## config.mk

```make
export PLATFORM = sky130hd
export DESIGN_NAME = spi_mem_controller
export DESIGN_NICKNAME = d
export VERILOG_FILES = /design/src/rtl/spi_mem_controller.sv
export SDC_FILE = /design/constraint.sdc
export NUM_CORES = 1
export LEC_CHECK = 0
export CORE_MARGIN = 2
export CORE_UTILIZATION = 46
export DETAILED_ROUTE_END_ITERATION = 12
export MAX_ROUTING_LAYER = met4
export PLACE_DENSITY = 0.81
export SLEW_MARGIN = 20
export SYNTH_ARGS = -nofsm -noshare
export SYNTH_HDL_FRONTEND = slang
export SYNTH_SLANG_ARGS = --single-unit
```

## constraint.sdc

```tcl
create_clock -name clk -period 1.9 [get_ports clk]
set_clock_uncertainty 0.05 [all_clocks]
set_input_delay 0.38 -clock clk [delete_from_list [all_inputs] [get_ports clk]]
set_output_delay 0.38 -clock clk [all_outputs]
set_load 0.02 [all_outputs]
```

## src/rtl/spi_mem_controller.sv

```systemverilog
// rtl/spi_mem_controller.sv - SPI mode-0 slave front-end that turns serial frames into data memory accesses
module spi_mem_controller #(
    parameter int ADDR_WIDTH = 7,
    parameter int DATA_WIDTH = 8
) (
    input  logic                  clk,
    input  logic                  ce,
    input  logic                  spi_cs_n,
    input  logic                  spi_sclk,
    input  logic                  spi_mosi,
    output logic                  spi_miso,
    output logic                  miso_oe,
    output logic [ADDR_WIDTH-1:0] mem_address,
    output logic                  mem_we,
    output logic [DATA_WIDTH-1:0] mem_data_in,
    input  logic [DATA_WIDTH-1:0] mem_data_out,
    output logic                  busy
);
    localparam int CMD_BITS = ADDR_WIDTH + 1;
    localparam int SR_W     = (CMD_BITS > DATA_WIDTH) ? CMD_BITS : DATA_WIDTH;
    localparam int CNT_W    = $clog2(SR_W + 1);
    localparam logic [CNT_W-1:0] CMD_LAST  = CNT_W'(CMD_BITS - 1);
    localparam logic [CNT_W-1:0] DATA_LAST = CNT_W'(DATA_WIDTH - 1);

    typedef enum logic [2:0] {
        IDLE, GET_CMD, READ_ADDR, READ_CAP, SHIFT_OUT, SHIFT_IN, WRITE, DONE
    } state_t;

    state_t            state;
    logic              cs_s1, cs_s2;
    logic              sclk_s1, sclk_s2, sclk_s3;
    logic              mosi_s1, mosi_s2;
    logic [1:0]        warm;
    logic              armed;
    logic              seen_rise;
    logic [CNT_W-1:0]  cnt;
    logic [SR_W-1:0]   sr;
    logic              rise, fall;

    assign rise = sclk_s2 & ~sclk_s3;
    assign fall = ~sclk_s2 & sclk_s3;

    always_ff @(posedge clk or negedge ce) begin
        if (!ce) begin
            cs_s1   <= 1'b1;
            cs_s2   <= 1'b1;
            sclk_s1 <= 1'b0;
            sclk_s2 <= 1'b0;
            sclk_s3 <= 1'b0;
            mosi_s1 <= 1'b0;
            mosi_s2 <= 1'b0;
            warm    <= 2'b00;
            armed   <= 1'b0;
        end else begin
            cs_s1   <= spi_cs_n;
            cs_s2   <= cs_s1;
            sclk_s1 <= spi_sclk;
            sclk_s2 <= sclk_s1;
            sclk_s3 <= sclk_s2;
            mosi_s1 <= spi_mosi;
            mosi_s2 <= mosi_s1;
            // cs_n must be seen high through the real synchroniser path before a frame may start
            warm    <= {warm[0], 1'b1};
            armed   <= armed | (warm[1] & cs_s2);
        end
    end

    always_ff @(posedge clk or negedge ce) begin
        if (!ce) begin
            state       <= IDLE;
            cnt         <= '0;
            sr          <= '0;
            seen_rise   <= 1'b0;
            spi_miso    <= 1'b0;
            miso_oe     <= 1'b0;
            mem_address <= '0;
            mem_we      <= 1'b0;
            mem_data_in <= '0;
            busy        <= 1'b0;
        end else begin
            mem_we <= 1'b0;
            if (cs_s2 && state != IDLE && state != WRITE && state != DONE) begin
                state    <= IDLE;
                busy     <= 1'b0;
                miso_oe  <= 1'b0;
                spi_miso <= 1'b0;
                cnt      <= '0;
            end else begin
                case (state)
                    IDLE: if (armed && !cs_s2) begin
                        state <= GET_CMD;
                        busy  <= 1'b1;
                        cnt   <= '0;
                        sr    <= '0;
                    end
                    GET_CMD: if (rise) begin
                        sr <= {sr[SR_W-2:0], mosi_s2};
                        if (cnt == CMD_LAST) begin
                            // the incoming bit is R/W; the address already sits in the low bits
                            mem_address <= sr[ADDR_WIDTH-1:0];
                            cnt         <= '0;
                            state       <= mosi_s2 ? READ_ADDR : SHIFT_IN;
                        end else begin
                            cnt <= cnt + 1'b1;
                        end
                    end
                    READ_ADDR: state <= READ_CAP;
                    READ_CAP: begin
                        sr        <= SR_W'(mem_data_out);
                        spi_miso  <= mem_data_out[DATA_WIDTH-1];
                        miso_oe   <= 1'b1;
                        seen_rise <= 1'b0;
                        state     <= SHIFT_OUT;
                    end
                    SHIFT_OUT: if (rise) begin
                        seen_rise <= 1'b1;
                        if (cnt == DATA_LAST) begin
                            state    <= DONE;
                            miso_oe  <= 1'b0;
                            spi_miso <= 1'b0;
                        end else begin
                            cnt <= cnt + 1'b1;
                        end
                    end else if (fall && seen_rise) begin
                        // the fall right after the command frame has no preceding data rise
                        seen_rise <= 1'b0;
                        sr        <= sr << 1;
                        spi_miso  <= sr[DATA_WIDTH-2];
                    end
                    SHIFT_IN: if (rise) begin
                        sr <= {sr[SR_W-2:0], mosi_s2};
                        if (cnt == DATA_LAST) begin
                            mem_data_in <= {sr[DATA_WIDTH-2:0], mosi_s2};
                            mem_we      <= 1'b1;
                            state       <= WRITE;
                        end else begin
                            cnt <= cnt + 1'b1;
                        end
                    end
                    WRITE: begin
                        state <= cs_s2 ? IDLE : DONE;
                        busy  <= ~cs_s2;
                    end
                    DONE: if (cs_s2) begin
                        state <= IDLE;
                        busy  <= 1'b0;
                    end
                    default: state <= IDLE;
                endcase
            end
        end
    end
endmodule

```

==> impl_metrics.ini, run 1 <==
[worst_setup_path]
critPathLaunch = sclk_s2$_DFF_PN0_
r2r-start = sclk_s2$_DFF_PN0_
worstPathMaxFanout = 8
cp-end-kind = flip-flop
crit_required_ns = 2.03
crit_type = reg -> reg
arrival_ns = 1.97
worstRegToRegCells = 5
worstSetupStartpointType = flip-flop

[timing]
fmaxAchievable_mhz = 545
drv_slew = 0
maxSlewHeadroom = 0.604
rsz0062_at_grt = yes
worstMarginPinSlew_ns = 0.592
hold_viol_final = 0
setup_tns_ns = 0
min_period_over_period = 0.966
period_needed_ns = 1.84
finalSetupViolCount = 0

[run_status]
status = complete, no violations

[die]
die_h_um = 70.6
io_pins = 32
initial_core_util = 0.473
die_x_um = 70.6
core_area_sq_um = 4320
fp.dieArea_sq_um = 4990
num_rows = 24

[finish]
num_antenna_cells = 0
nFillCells = 359
regArea_sq_um = 1100
area_delta_synth_final_pct = 28.5
nets = 237
drive_gt1_frac = 0.250
multi_input_area_sq_um = 878

[grt]
grt.overflow.total = 0
grt_usage = 0.192
grt_first_pass_wirelength_um = 7240
antenna_found_initial = 0
grt_max_degree = 27
grt_pass1_vias = 1499

[route]
vias_per_cell = 5.38
dr.pass1.iters = 4
dr.max_layer_used = met4
ant_nets = 0
met1Wirelength_um = 1900
dr_total_vias = 1484
wl_met3_um = 165
wl_met2_um = 2080
drt_iter0_markers = 73
drc_errors = 0
wl_um = 4230
wl_per_cell_um = 15.3

[synthesis]
syn_nets = 190
synth.distinct_cells = 50
syn_avg_cell_area_sq_um = 11.6
syn_area_sq_um = 2040
synthTopCellsByArea = dfrtp_1, mux2_2, mux2_4, o21ai_0, a22o_1
ys_warn_count = 0
synth_top_area_share = 0.514
async_flop_share = 1.00
ys.flop_type = dfrtp_1
postSynthCellCount = 176
yosysTopAreaCell = dfrtp_1
synth-seq-cells = 44
synth_seq_area_share = 0.540
synth-edff-count = 0

[power_and_ir_drop]
power_mw = 2.77
power.internal_mw = 1.86
peakVddDrop_v = 0.000659
pwr-share-comb = 0.343
leakage_nw = 1.22
switchingPower_mw = 0.915
clockPowerShare = 0.215
power_density_nw_per_um2 = 1060
seqPwrFrac = 0.442
sw_frac_of_total = 0.330

[hold_path]
hold_start = sclk_s1$_DFF_PN0_
hp-class = reg -> reg
holdPathStages = 0

[cts]
clock_sinks = 44
cts_max_level = 2
clockRootBuffer = clkbuf_8
clock_path_buffers = 2
cts_tree = built
cts_setup_buffers = 0
numCtsBuffers = 5
insertion_delay_ns = 0.29
clkTransAtPathRegs_ns = 0.07

[flow_run]
cap_violations = 0

[place]
place_congestion = 0.890
dp_hpwl_um = 3000
io_buffer_count = 31
[state kept, by name (all words and copies together), names as in the netlist, 2 cells and up]
register and count:
state 3, cnt 4, sr 7, mem_address 7, mem_data_in 8, warm 2
[worst max-delay path, stage by stage (launching register included)]
cell	delay [ns]
dfrtp_1	0.45
and2b_2	0.27
o221ai_1	0.20
o311a_1	0.35
o21ai_0	0.15
a32o_1	0.27
[cell usage after synthesis (2+ instances only)]
library cell	count
nor2b_1	4
mux2_2	16
buf_2	4
clkbuf_1	4
and3b_1	2
a21oi_1	5
o22ai_1	2
dfrtp_1	42
nor2_1	10
a22o_1	7
dfstp_2	2
nand2_1	16
inv_1	4
mux2_4	6
nand2b_1	4
nor4_1	2
o21ai_0	13
[kinds of logic (layout without fill, tap and decap cells)]
logic type               Yosys count  after routing  share of synthesized area
multiplexers                      23             23                      0.137
flip-flops                        44             44                      0.540
AO/OA/AOI/OAI                     42             42                      0.141
adder cells (fa/ha/maj)            1              1                    0.00612
other                              1              1                    0.00184
buffers and inverters             13             61                     0.0300
XOR/XNOR                           1              1                    0.00429
AND/OR/NAND/NOR                   51             51                      0.140
[per-layer routing]
layer	vias to the layer above	GRT usage
li1	729	-
met1	709	0.256
met2	38	0.291
met3	8	0.0484
met4	0	0.0587
met5	-	-
[power groups by stage]
stage          clock network [mW]  registers (mW)  logic (mW)
6_report                    0.596            1.23       0.951
5_1_grt                     0.646            1.25        1.05
4_1_cts                     0.615            1.22       0.951
3_5_place_dp                    0            1.24       0.941
3_3_place_gp                    0            1.23       0.922
2_1_floorplan                   0            1.22       0.599
[final timing paths]
| check | end | slack (ns) |
|---|---|---|
| min in group asynchronous | mem_data_in[6]$_DFFE_PN0P_ | 0.53 |
| worst min-delay path | sclk_s2$_DFF_PN0_ | 0.30 |
| max in group asynchronous | cs_s2$_DFF_PN1_ | 0.70 |
| worst min register to register | sclk_s2$_DFF_PN0_ | 0.30 |
| worst max register to register | cnt[2]$_DFFE_PN0P_ | 0.06 |
| worst max-delay path | cnt[2]$_DFFE_PN0P_ | 0.06 |
[cell usage in the layout (no fill, tap or decap), types with 4 or more instances in the layout]
cell type / count
inv_1: 4
nand2_1: 16
nand2b_1: 4
nor2_1: 10
o21ai_0: 13
a21oi_1: 5
mux2_4: 6
clkdlybuf4s50_1: 30
clkbuf_8: 6
a22o_1: 7
dfrtp_1: 41
buf_4: 15
mux2_2: 16
nor2b_1: 4
[area by class of cell]
cell class                 instances  share of cell area
tap                               52              0.0248
clock inverter                     1             0.00286
clock buffer                       7              0.0329
timing repair buffer              49               0.178
sequential                        44               0.421
multi-input combinational        119               0.335
inverter                           4             0.00572
[what timing repair did]
action                                  in CTS  in global routing
hold buffers                                 1                  0
resized for setup                            0                  1
hold endpoints to repair                    18                  0
endpoints found under the setup margin       2                 10
pin swaps                                    1                  0
[stage by stage]
step	setup WS, ns	cell area, sq um	hold WS (ns)	util	instances
floorplan	0.000170	2040	0.0344	-	176
global placement	0.0406	2520	0.281	0.583	267
detailed placement	0.00709	2520	0.289	0.583	267
CTS	0.0623	2620	0.306	0.607	276
global route	-0.0208	2630	0.313	0.607	276
finish	0.0643	2630	0.302	0.607	276
Note: power is estimated with default switching activity, not from simulation.
==> run 2: changes to the inputs <==
CORE_UTILIZATION = 40   (was 46)
PLACE_DENSITY = 0.73   (was 0.81)
SLEW_MARGIN = 25   (was 20)
==> run 2 against run 1 <==
Net effect:
- the flow now finishes with violations (setup timing)
- hold slack got worse by 0.21 ns
- fmax shrank 3.4%
- total power up 6.2%
- combinational power is 1% higher
- register-to-register slack got worse by 0.07 ns
- critical path depth is the same
- non-clock buffer count increased by 3
- critical endpoint is now mem_address[4]$_DFFE_PN0P_
- largest cell class unchanged
==> impl_metrics.ini, run 2 (synthesized netlist as in run 1, its figures left out) <==
[run_status]
status = finished with violations
violations = setup timing

[grt]
grt_first_pass_wirelength_um = 6490
grt_pass1_vias = 1380
antenna_found_initial = 0
grt.overflow.total = 0
grt_max_degree = 45
grt_usage = 0.154

[worst_setup_path]
crit_type = reg -> reg
cp-end-kind = flip-flop
r2r-start = cnt[0]$_DFFE_PN0P_
rr_endpoint = mem_address[4]$_DFFE_PN0P_
arrival_ns = 2.04
ff2ff_setup_slack_ns = -0.0007
crit_required_ns = 2.04
worstSetupStartpointType = flip-flop
worstRegToRegCells = 5
worstPathMaxFanout = 8

[place]
dp_hpwl_um = 2850
place_congestion = 0.829
io_buffer_count = 31
detailedPlace.worstSlack_ns = -0.00945
placed_area_sq_um = 2540

[power_and_ir_drop]
power_density_nw_per_um2 = 1100
clockPowerShare = 0.256
switchingPower_mw = 0.916
pwr-share-comb = 0.327
sw_frac_of_total = 0.311
seqPwrFrac = 0.417
leakage_nw = 1.24
power.internal_mw = 2.03
peakVddDrop_v = 0.000574

[finish]
drive_gt1_frac = 0.273
final_cell_mix = dfrtp_1, clkdlybuf4s50_1, buf_4, nand2_1, mux2_2
largest_reg_flops = 8
num_antenna_cells = 0
design_area_sq_um = 2670
largest-register = mem_data_in
post-route-util = 0.533
nFillCells = 461
reg_top3 = mem_data_in x8, mem_address x7, sr x7
mostFrequentLayoutCell = dfrtp_1
area_delta_synth_final_pct = 30.7
nets = 240

[route]
wl_per_cell_um = 13.4
drc_errors = 0
dr_total_vias = 1482
dr.pass1.iters = 4
vias_per_cell = 4.99
wl_um = 3970
ant_nets = 0
drt_iter0_markers = 84

[flow_run]
cap_violations = 0

[cts]
cts_tree = built
hold_buffers = 0
clock_path_buffers = 2
clockRootBuffer = clkbuf_8
cts_max_level = 2
clock_sinks = 44
numCtsBuffers = 5
insertion_delay_ns = 0.29
clkTransAtPathRegs_ns = 0.09

[die]
die_x_um = 75.5
num_rows = 26
initial_core_util = 0.408
die_h_um = 75.5
io_pins = 32
core_area_sq_um = 5010
fp.dieArea_sq_um = 5700

[timing]
drv_slew = 0
min_period_over_period = 1.00
finalWorstSetupSlack_ns = -0.000717
hold_viol_final = 0
maxSlewHeadroom = 0.632
period_needed_ns = 1.90
finalSetupViolCount = 1
worstMarginPinSlew_ns = 0.550
whs_ns = 0.0889
rsz0062_at_grt = yes
fmaxAchievable_mhz = 526

[hold_path]
hp-class = in -> async
==> run 2: per-stage QoR <==
stage / power, mW / cells / setup TNS (ns)
2_1_floorplan: 1.82 / 176 / 0
3_3_place_gp: 2.18 / 288 / 0
3_5_place_dp: 2.20 / 288 / -0.0416
4_1_cts: 2.96 / 296 / -0.00706
5_1_grt: 3.14 / 297 / -0.238
6_report: 2.95 / 297 / -0.000717
==> run 2: worst max-delay path, stage by stage, from the launching register on <==
cell	delay (ns)
dfrtp_1	0.36
ha_1	0.17
and3b_2	0.23
nand2_4	0.07
or4_4	0.58
mux2_4	0.33
==> run 2: cell type report <==
| type | instances | area, sq um | share of cell area |
|---|---|---|---|
| Timing Repair Buffer | 52 | 463 | 0.173 |
| Inverter | 4 | 15.0 | 0.00562 |
| Clock buffer | 6 | 82.6 | 0.0309 |
| Tap cell | 70 | 87.6 | 0.0328 |
| Sequential cell | 44 | 1100 | 0.414 |
| Multi-Input combinational cell | 119 | 880 | 0.329 |
| Clock inverter | 2 | 38.8 | 0.0145 |
==> run 2: worst max-delay path by stage <==
stage                                      end  slack (ns)               start  cells past startpoint
CTS                 mem_address[4]$_DFFE_PN0P_      -0.007  cnt[1]$_DFFE_PN0P_                      5
detailed placement  mem_address[4]$_DFFE_PN0P_      -0.009  cnt[1]$_DFFE_PN0P_                      5
global placement    mem_address[4]$_DFFE_PN0P_        0.03  cnt[1]$_DFFE_PN0P_                      5
global route        mem_address[4]$_DFFE_PN0P_       -0.05  cnt[1]$_DFFE_PN0P_                      5
finish              mem_address[4]$_DFFE_PN0P_     -0.0007  cnt[0]$_DFFE_PN0P_                      5
floorplan           mem_address[1]$_DFFE_PN0P_      0.0002  cnt[0]$_DFFE_PN0P_                      6
==> run 2: power groups by stage <==
stage	Clock [mW]	Sequential (mW)	Combinational, mW
floorplan	0	1.22	0.599
global placement	0	1.24	0.942
detailed placement	0	1.25	0.954
CTS	0.774	1.23	0.959
global route	0.816	1.26	1.07
finish	0.754	1.23	0.964
==> run 2: timing repair <==
item                                    CTS  global route
endpoints found under the setup margin    1            14
gates resized for setup                   0             2
setup buffers                             0             1
==> run 2: layer usage <==
metal  wire, um  global-route usage  up-vias
li1           -                   -      733
met1       1940               0.229      721
met2       1870               0.214       24
met3        116              0.0317        4
met4         42              0.0409        0
met5          0                   -        -
